### config.mk
export PLATFORM = sky130hd
export DESIGN_NAME = mmio_bus_ctrl
export DESIGN_NICKNAME = d
export VERILOG_FILES = /design/src/rtl/mmio_bus_ctrl.sv
export SDC_FILE = /design/constraint.sdc
export NUM_CORES = 1
export LEC_CHECK = 0
export BUFFER_PORTS_ARGS = -buffer_cell sky130_fd_sc_hd__buf_2
export CELL_PAD_IN_SITES_DETAIL_PLACEMENT = 1
export CELL_PAD_IN_SITES_GLOBAL_PLACEMENT = 2
export CORE_MARGIN = 1
export CORE_UTILIZATION = 23
export CTS_CLUSTER_SIZE = 10
export DETAILED_ROUTE_END_ITERATION = 12
export GPL_ROUTABILITY_DRIVEN = 0
export GPL_TIMING_DRIVEN = 0
export PLACE_DENSITY_LB_ADDON = 0.2
export REMOVE_ABC_BUFFERS = 1
export SYNTH_ARGS = -nofsm -noshare
export SYNTH_HDL_FRONTEND = slang
export SYNTH_SLANG_ARGS = --single-unit
### constraint.sdc
create_clock -name clk -period 4.5 [get_ports clk]
set_clock_uncertainty 0.15 [all_clocks]
set_input_delay 0.675 -clock clk [delete_from_list [all_inputs] [get_ports clk]]
set_output_delay 0.675 -clock clk [all_outputs]
set_load 0.05 [all_outputs]
### src/rtl/mmio_bus_ctrl.sv
// mmio_bus_ctrl: multi-cycle IO window sequencer with slot decode, lane steering, load extension and sticky bus errors.
// Optional access timeout enabled by defining MMIO_TIMEOUT_EN.
module mmio_bus_ctrl #(
  parameter int NDEV = 8,
  parameter int TIMEOUT = 255
) (
  input  logic            clk,
  input  logic            rst,
  input  logic            cpu_rd,
  input  logic            cpu_wr,
  input  logic [31:0]     cpu_addr,
  input  logic [31:0]     cpu_wdata,
  input  logic [2:0]      cpu_funct3,
  output logic            cpu_stall,
  output logic [31:0]     cpu_rdata,
  output logic            dev_valid,
  output logic [NDEV-1:0] dev_sel,
  output logic [3:0]      dev_addr,
  output logic            dev_we,
  output logic [3:0]      dev_be,
  output logic [31:0]     dev_wdata,
  input  logic            dev_ready,
  input  logic [31:0]     dev_rdata,
  output logic            bus_err,
  output logic [31:0]     err_addr
);
  localparam logic [1:0] S_IDLE = 2'd0;
  localparam logic [1:0] S_ACCESS = 2'd1;
  localparam logic [1:0] S_RESP = 2'd2;
  localparam logic [7:0] TMO_LAST = 8'(TIMEOUT - 1);
  logic [1:0] state;
  logic [2:0] f3_q;
  logic [1:0] lo_q;
  logic req, sz_h, sz_w, f3_ok, unmapped, misal, err;
  logic [3:0] be;
  logic [31:0] wd, ld;
  logic [15:0] hw;
  logic [7:0] by;
`ifdef MMIO_TIMEOUT_EN
  logic [7:0] cnt;
  logic [31:0] a_q;
`else
  logic unused_tmo;
  assign unused_tmo = ^TMO_LAST;
`endif
  always_comb begin
    req = cpu_rd | cpu_wr;
    sz_h = cpu_funct3[1:0] == 2'b01;
    sz_w = cpu_funct3[1:0] == 2'b10;
    f3_ok = (cpu_funct3 inside {3'b000, 3'b001, 3'b010}) || (!cpu_wr && (cpu_funct3 inside {3'b100, 3'b101}));
    unmapped = {1'b0, cpu_addr[7:4]} >= 5'(NDEV);
    misal = (sz_h & cpu_addr[0]) | (sz_w & |cpu_addr[1:0]);
    err = (cpu_rd & cpu_wr) | !f3_ok | unmapped | misal;
    be = sz_w ? 4'hf : sz_h ? (cpu_addr[1] ? 4'hc : 4'h3) : 4'b0001 << cpu_addr[1:0];
    wd = sz_w ? cpu_wdata : sz_h ? {2{cpu_wdata[15:0]}} : {4{cpu_wdata[7:0]}};
    by = 8'(dev_rdata >> {lo_q, 3'b000});
    hw = lo_q[1] ? dev_rdata[31:16] : dev_rdata[15:0];
    ld = f3_q[1] ? dev_rdata : f3_q[0] ? {{16{hw[15] & !f3_q[2]}}, hw} : {{24{by[7] & !f3_q[2]}}, by};
  end
  assign cpu_stall = !rst && ((state == S_IDLE && req) || state == S_ACCESS);
  always_ff @(posedge clk) begin
    if (rst) begin
      state <= S_IDLE;
      f3_q <= '0;
      lo_q <= '0;
      cpu_rdata <= '0;
      dev_valid <= 1'b0;
      dev_sel <= '0;
      dev_addr <= '0;
      dev_we <= 1'b0;
      dev_be <= '0;
      dev_wdata <= '0;
      bus_err <= 1'b0;
      err_addr <= '0;
`ifdef MMIO_TIMEOUT_EN
      cnt <= '0;
      a_q <= '0;
`endif
    end else if (state == S_IDLE) begin
      if (req && err) begin
        bus_err <= 1'b1;
        if (!bus_err) err_addr <= cpu_addr;
        cpu_rdata <= '0;
        state <= S_RESP;
      end else if (req) begin
        dev_valid <= 1'b1;
        dev_sel <= NDEV'(1) << cpu_addr[7:4];
        dev_addr <= {2'b00, cpu_addr[3:2]};
        dev_we <= cpu_wr;
        dev_be <= be;
        dev_wdata <= wd;
        f3_q <= cpu_funct3;
        lo_q <= cpu_addr[1:0];
        cpu_rdata <= '0;
        state <= S_ACCESS;
`ifdef MMIO_TIMEOUT_EN
        cnt <= '0;
        a_q <= cpu_addr;
`endif
      end
    end else if (state == S_ACCESS) begin
      if (dev_ready) begin
        dev_valid <= 1'b0;
        if (!dev_we) cpu_rdata <= ld;
        state <= S_RESP;
      end
`ifdef MMIO_TIMEOUT_EN
      else if (cnt == TMO_LAST) begin
        dev_valid <= 1'b0;
        bus_err <= 1'b1;
        if (!bus_err) err_addr <= a_q;
        cpu_rdata <= '0;
        state <= S_RESP;
      end else cnt <= cnt + 8'd1;
`endif
    end else begin
      state <= S_IDLE;
    end
  end
endmodule

---- Word level (Yosys, flattened, before mapping) ----
Cells that the tools add are included.
storage, ports and cells
  bits in registers ....................... 120
  input bits .............................. 104
  output and inout port bits .............. 116
  logic and storage cells ................. 87
operators by class
  magnitude comparators ................... 1
  equal/unequal tests ..................... 12
  shift-type cells ........................ 3
  multiplexer cells ....................... 24
  bitwise operators ....................... 12
  reductions and logical operators ........ 23
operators by type and width
  operator                                                                 number
  32-bit two-way mux                                                       10
  32-bit by 5-bit right shift with 8-bit output                            1
  16-bit two-way mux                                                       1
  4-bit two-way mux                                                        3
  2-bit two-way mux                                                        5
  4-bit AND reduction                                                      2
  1-bit by 4-bit left shift with 8-bit output, first input constant        1
  3-bit == test, second input constant                                     2
  3-bit AND reduction                                                      2
  2-bit nonzero test                                                       3
  1-bit AND                                                                5
  1-bit two-way mux                                                        5
  1-bit OR                                                                 5
  2-bit by 1-bit == test with 1-bit output, second input constant          2
  4-bit >= comparator, second input constant                               1
  1-bit logical AND                                                        4
  1-bit logical NOT                                                        4
  2-bit inequality test, second input constant                             2
  2-bit AND reduction                                                      2
  1-bit by 2-bit left shift with 4-bit output, first input constant        1
  3-bit by 1-bit == test with 1-bit output, second input constant          1
  3-bit by 2-bit == test with 1-bit output, second input constant          1
  3-bit logical NOT                                                        1
  3-bit by 2-bit inequality test with 1-bit output, second input constant  1
  8 further kinds                                                          10

---- Longest topological paths before layout ----
  word-level depth ........................ 11
  mapped depth ............................ 7
  gate-level depth less buffers ........... 4

---- Worst setup path before layout ----
No wires, ideal clock.
  path kind ............................... input to output
  from .................................... in rst
  to ...................................... out cpu_stall
  arrival ................................. 2,433 ps
  data required time ...................... 3,675 ps
  setup slack ............................. 1,242 ps
  cell stages on the path ................. 4
  cell sequence ........................... clkbuf_1 clkbuf_1 clkbuf_1 a211oi_1
between the ends
  word-level cells in the longest chain between the ends .. 2
ends and longest elaborated chain
  element             line  source
  start: declaration  8     input logic rst,
  1-bit logical NOT   60    assign cpu_stall = !rst && ((state == S_IDLE && req) || state == S_ACCESS);
  1-bit logical AND   60
  end: declaration    14    output logic cpu_stall,
Every way passes these cells.

---- Worst setup path after layout ----
  from .................................... in cpu_addr[1]
  to ...................................... reg dev_be[2]
between the ends
  word-level cells in the longest chain between the ends .. 7
ends and longest elaborated chain
  element                               line  source
  start: declaration                    11    input logic [31:0] cpu_addr,
  2-bit OR reduction                    52    misal = (sz_h & cpu_addr[0]) | (sz_w & |cpu_addr[1:0]);
  1-bit AND                             52
  1-bit OR                              52
  1-bit OR                              53    err = (cpu_rd & cpu_wr) | !f3_ok | unmapped | misal;
  1-bit logical AND                     80    if (req && err) begin
  1-bit inverter (no source line)       -
  3-bit AND reduction (no source line)  -
  end signal: assignment                71    dev_be <= '0;
  end signal: assignment                90    dev_be <= be;
  end: declaration                      20    output logic [3:0] dev_be,
Several ways; a longest one is shown, not always the timed one.
A chain may end at the register's enable or synchronous reset.

==> tab_implementation.tex <==
\begin{tabular}{lr}
\hline
Metric & Value \\
\hline
\multicolumn{2}{l}{\textbf{Logic synthesis}} \\
Xor-xnor portion of the synthesized cell area & 0.325\% \\
Arithmetic-cell share of the synthesized area counting full adders, half adders and majority gates & 0\% \\
Number of cells produced by synthesis & 625 \\
Main combinational cell family by area after synthesis & simple AND/OR/NAND/NOR gates \\
Proportion of synthesized chip area in sequential cells & 44.6\% \\
Most instantiated flip-flop cell in the synthesis netlist & sky130\_fd\_sc\_hd\_\_dfxtp\_1 \\
Asr flop ratio synth & 0\% \\
Average cell area after synthesis & 8.62 um2 \\
Yosys reg bits & 120 \\
Proportion of synthesized area in mux cells & 6.76\% \\
Post-synth EDFFs & 0 \\
Netlist area before placement & 0.00539 mm2 \\
Synth Warn \# & 0 \\
Netlist cell types & 52 \\
Basic-gate share of the synthesized area counting and, or, nand and nor cells & 23.8\% \\
Area fraction in compound gates after synthesis & 19.2\% \\
\multicolumn{2}{l}{\textbf{Finish}} \\
Final design utilization & 32.4\% \\
Number of nets in the final layout & 922 \\
Most common library cell in the layout ignoring fill and taps & sky130\_fd\_sc\_hd\_\_buf\_2 \\
Post-route cell area & 0.00737 mm2 \\
Commonest cells after routing, fill and taps aside & sky130\_fd\_sc\_hd\_\_buf\_2, sky130\_fd\_sc\_hd\_\_dfxtp\_1, sky130\_fd\_sc\_hd\_\_nand2b\_1, sky130\_fd\_sc\_hd\_\_nand2\_1, sky130\_fd\_sc\_hd\_\_nor2\_1 \\
Area growth from synthesis to layout & 36.9\% \\
Share of post-route cells with drive strength above 1 & 32.0\% \\
Final Non-Filler Cells & 1146 \\
\multicolumn{2}{l}{\textbf{Detailed routing}} \\
Final wirelength & 19000 um \\
Post-route ant nets & 0 \\
Residual DRC & 0 \\
DR vias & 5296 \\
First-pass DRT Iterations & 4 \\
Number of violations reported at the end of detailed-routing iteration 0 & 167 \\
Number of vias per cell after detailed routing & 4.62 \\
Mean routed wirelength per cell & 16.6 um \\
\multicolumn{2}{l}{\textbf{Clock tree}} \\
Post-CTS sizing & 0 \\
Cell chosen for the clock root & sky130\_fd\_sc\_hd\_\_clkbuf\_16 \\
Buffer depth of the longest clock path & 2 \\
Clock latency on the worst-skew pair & 0.41 ns \\
Reg clk slew, reported paths & 0.06 ns \\
H-Tree Level Count & 4 \\
Setup fix buffers added after clock tree synthesis & 0 \\
Cts hold-fix bufs & 0 \\
Clock tree from TritonCTS & done \\
Number of buffers created by CTS & 17 \\
CTS sink cnt & 120 \\
\multicolumn{2}{l}{\textbf{Global routing}} \\
Number of global-route vias before repair & 5610 \\
GR Overflow Total & 0 \\
Antenna violations before repair & 2 \\
Total global-route track usage & 15.9\% \\
Pin count of the biggest net entering global routing & 83 \\
Global-route wire length before repair & 29900 um \\
\multicolumn{2}{l}{\textbf{Floorplan}} \\
Initial Util & 23.7\% \\
Die outline area & 0.0240 mm2 \\
Total core area & 0.0228 mm2 \\
Standard-cell rows & 55 \\
Die Span X & 155 um \\
Die height & 155 um \\
Boundary pin count & 220 \\
\multicolumn{2}{l}{\textbf{Setup path}} \\
Slowest library cell on the worst path & sky130\_fd\_sc\_hd\_\_o221a\_2 \\
Worst reg-to-reg path cell count & 4 \\
Crit path cell chain & buf\_2 > nor4\_1 > o221a\_2 > mux2i\_1 > o22ai\_1 \\
Element type at the critical path end & flop \\
Worst setup slack for register-to-register paths & 1.69 ns \\
Data arrival time at the worst-slack endpoint & 2.98 ns \\
Critical path required time & 4.61 ns \\
Startpoint type of the worst setup path & input port \\
Critical R2R Capture & dev\_be[2] \\
Worst Setup Path Type & in2reg \\
Critical Path Fanout Max & 52 \\
Max stage delay on crit path & 1.12 ns \\
Worst r2r src & state[1] \\
\multicolumn{2}{l}{\textbf{Placed design}} \\
Pre-CTS worst setup slack & 1.20 ns \\
Post-detailed-placement half-perimeter wirelength & 13500 um \\
Port buffer count & 217 \\
Total instance count after detailed placement & 1112 \\
Placed Area & 0.00677 mm2 \\
\multicolumn{2}{l}{\textbf{Min path}} \\
Worst hold path startpoint & dev\_sel[7] \\
Worst Hold Depth & 2 \\
Hold path endpoint & dev\_sel[7] \\
Class of the most critical hold timing path & reg2reg \\
\multicolumn{2}{l}{\textbf{Timing}} \\
Final number of setup-violating endpoints & 0 \\
Fin. Hold Viols & 0 \\
Final WS setup & 1.63 ns \\
Worst slew margin relative to its limit & 8.44\% \\
RSZ-0062 raised after global routing & false \\
Final period util & 63.8\% \\
F\_max & 349 MHz \\
Hold\_ws & 0.301 ns \\
Slew @ Worst Pin & 1.37 ns \\
Max Slew Vio Count & 0 \\
Clock period minus final worst setup slack & 2.87 ns \\
\multicolumn{2}{l}{\textbf{Pwr}} \\
Cell leakage power & 3.12 nW \\
Power density over cell area & 409 mW/mm2 \\
Peak VDD IR & 0.208 mV \\
\multicolumn{2}{l}{\textbf{Status}} \\
Result of the run & completed \\
\multicolumn{2}{l}{\textbf{Job}} \\
Max-cap check violation count & 0 \\
\hline
\end{tabular}
==> metal layers <==
metal | track usage (%) | share of wire (%) | up-vias
met5 | 0 | 0.058 | -
met4 | 3.91 | 0.80 | 2
met3 | 5.79 | 6.5 | 14
met2 | 27.6 | 48 | 154
met1 | 18.4 | 45 | 2532
li1 | - | - | 2594
==> cell type report <==
class                   instances  area, um2
repair buffers                222       1190
inverters                      13       48.8
clock buffers                  21        480
fillers                      2720      15400
diodes                          2       5.00
well taps                     313        392
multi-input cells             444       2740
flip-flops and latches        120       2400
clock inverters                11        121
==> how the worst max path moves through the flow <==
stage,startpoint,endpoint,slack [ns],depth (start not counted)
floorplan,cpu_wr,dev_be[0],1.17,4
CTS,state[1],dev_be[2],1.64,4
global placement,cpu_wr,dev_be[0],-0.46,5
finish,cpu_addr[1],dev_be[2],1.63,5
detailed placement,cpu_addr[1],dev_be[2],1.20,5
global route,f3_q[1],cpu_rdata[15],1.48,4
==> cells in the mapped netlist (2+ instances only) <==
| cell | count | area [um2] |
|---|---|---|
| sky130_fd_sc_hd__dfxtp_1 | 120 | 2400 |
| sky130_fd_sc_hd__nand2_1 | 63 | 236 |
| sky130_fd_sc_hd__nand2b_1 | 63 | 394 |
| sky130_fd_sc_hd__nor2_1 | 52 | 195 |
| sky130_fd_sc_hd__mux2i_1 | 33 | 330 |
| sky130_fd_sc_hd__o21ai_0 | 33 | 165 |
| sky130_fd_sc_hd__a21oi_1 | 32 | 160 |
| sky130_fd_sc_hd__clkbuf_1 | 29 | 109 |
| sky130_fd_sc_hd__nor3_1 | 29 | 145 |
| sky130_fd_sc_hd__a211oi_1 | 26 | 195 |
| sky130_fd_sc_hd__a221o_1 | 16 | 160 |
| sky130_fd_sc_hd__nor2b_1 | 14 | 87.6 |
| sky130_fd_sc_hd__inv_1 | 12 | 45.0 |
| sky130_fd_sc_hd__buf_2 | 11 | 55.1 |
| sky130_fd_sc_hd__or3_1 | 11 | 68.8 |
| sky130_fd_sc_hd__o22ai_1 | 9 | 56.3 |
| sky130_fd_sc_hd__a22oi_1 | 8 | 60.1 |
| sky130_fd_sc_hd__a31oi_1 | 8 | 50.1 |
| sky130_fd_sc_hd__o2bb2ai_1 | 8 | 70.1 |
| sky130_fd_sc_hd__buf_6 | 4 | 45.0 |
| sky130_fd_sc_hd__nand4b_1 | 4 | 35.0 |
| sky130_fd_sc_hd__buf_1 | 3 | 11.3 |
| sky130_fd_sc_hd__nand3_1 | 3 | 15.0 |
| sky130_fd_sc_hd__a211oi_2 | 2 | 25.0 |
| sky130_fd_sc_hd__buf_4 | 2 | 15.0 |
| sky130_fd_sc_hd__nand4_1 | 2 | 12.5 |
| sky130_fd_sc_hd__nor3b_1 | 2 | 15.0 |
| sky130_fd_sc_hd__nor4_1 | 2 | 12.5 |
==> registers in the layout, summed over array words and instances (netlist names) <==
| signal | flops |
|---|---|
| cpu_rdata | 32 |
| dev_wdata | 32 |
| err_addr | 32 |
| dev_sel | 8 |
| dev_be | 4 |
| f3_q | 3 |
| dev_addr | 2 |
| lo_q | 2 |
| state | 2 |
| bus_err | 1 |
| dev_valid | 1 |
| dev_we | 1 |
==> where the power goes <==
part	switching [mW]	internal, mW	total, mW
sequential	0.0272	1.11	1.14
combinational	0.334	0.147	0.480
clock	0.527	0.872	1.40
==> critical path: cells and delay by family <==
kind | cells | cell delay (ns)
simple gates | 1 | 0.60
buf+inv | 1 | 0.15
mux | 1 | 0.30
compound gates | 2 | 1.23
==> stage by stage <==
| stage | power (mW) | TNS (ns) |
|---|---|---|
| after floorplan | 1.46 | 0 |
| after global placement | 1.62 | -17.09 |
| after detailed placement | 1.64 | 0 |
| after CTS | 3.07 | 0 |
| after global routing | 3.15 | 0 |
| final | 3.01 | 0 |
==> cell families (layout without fill, tap and decap cells) <==
logic type / after synthesis / count (layout)
and+or+nand+nor: 252 / 252
AOI/OAI and AO/OA: 153 / 153
DFF: 120 / 120
buffers and inverters: 62 / 267
muxes: 35 / 35
xor gates and xnor gates: 2 / 2
other: 1 / 4
Power figures use the tool's default switching activity.
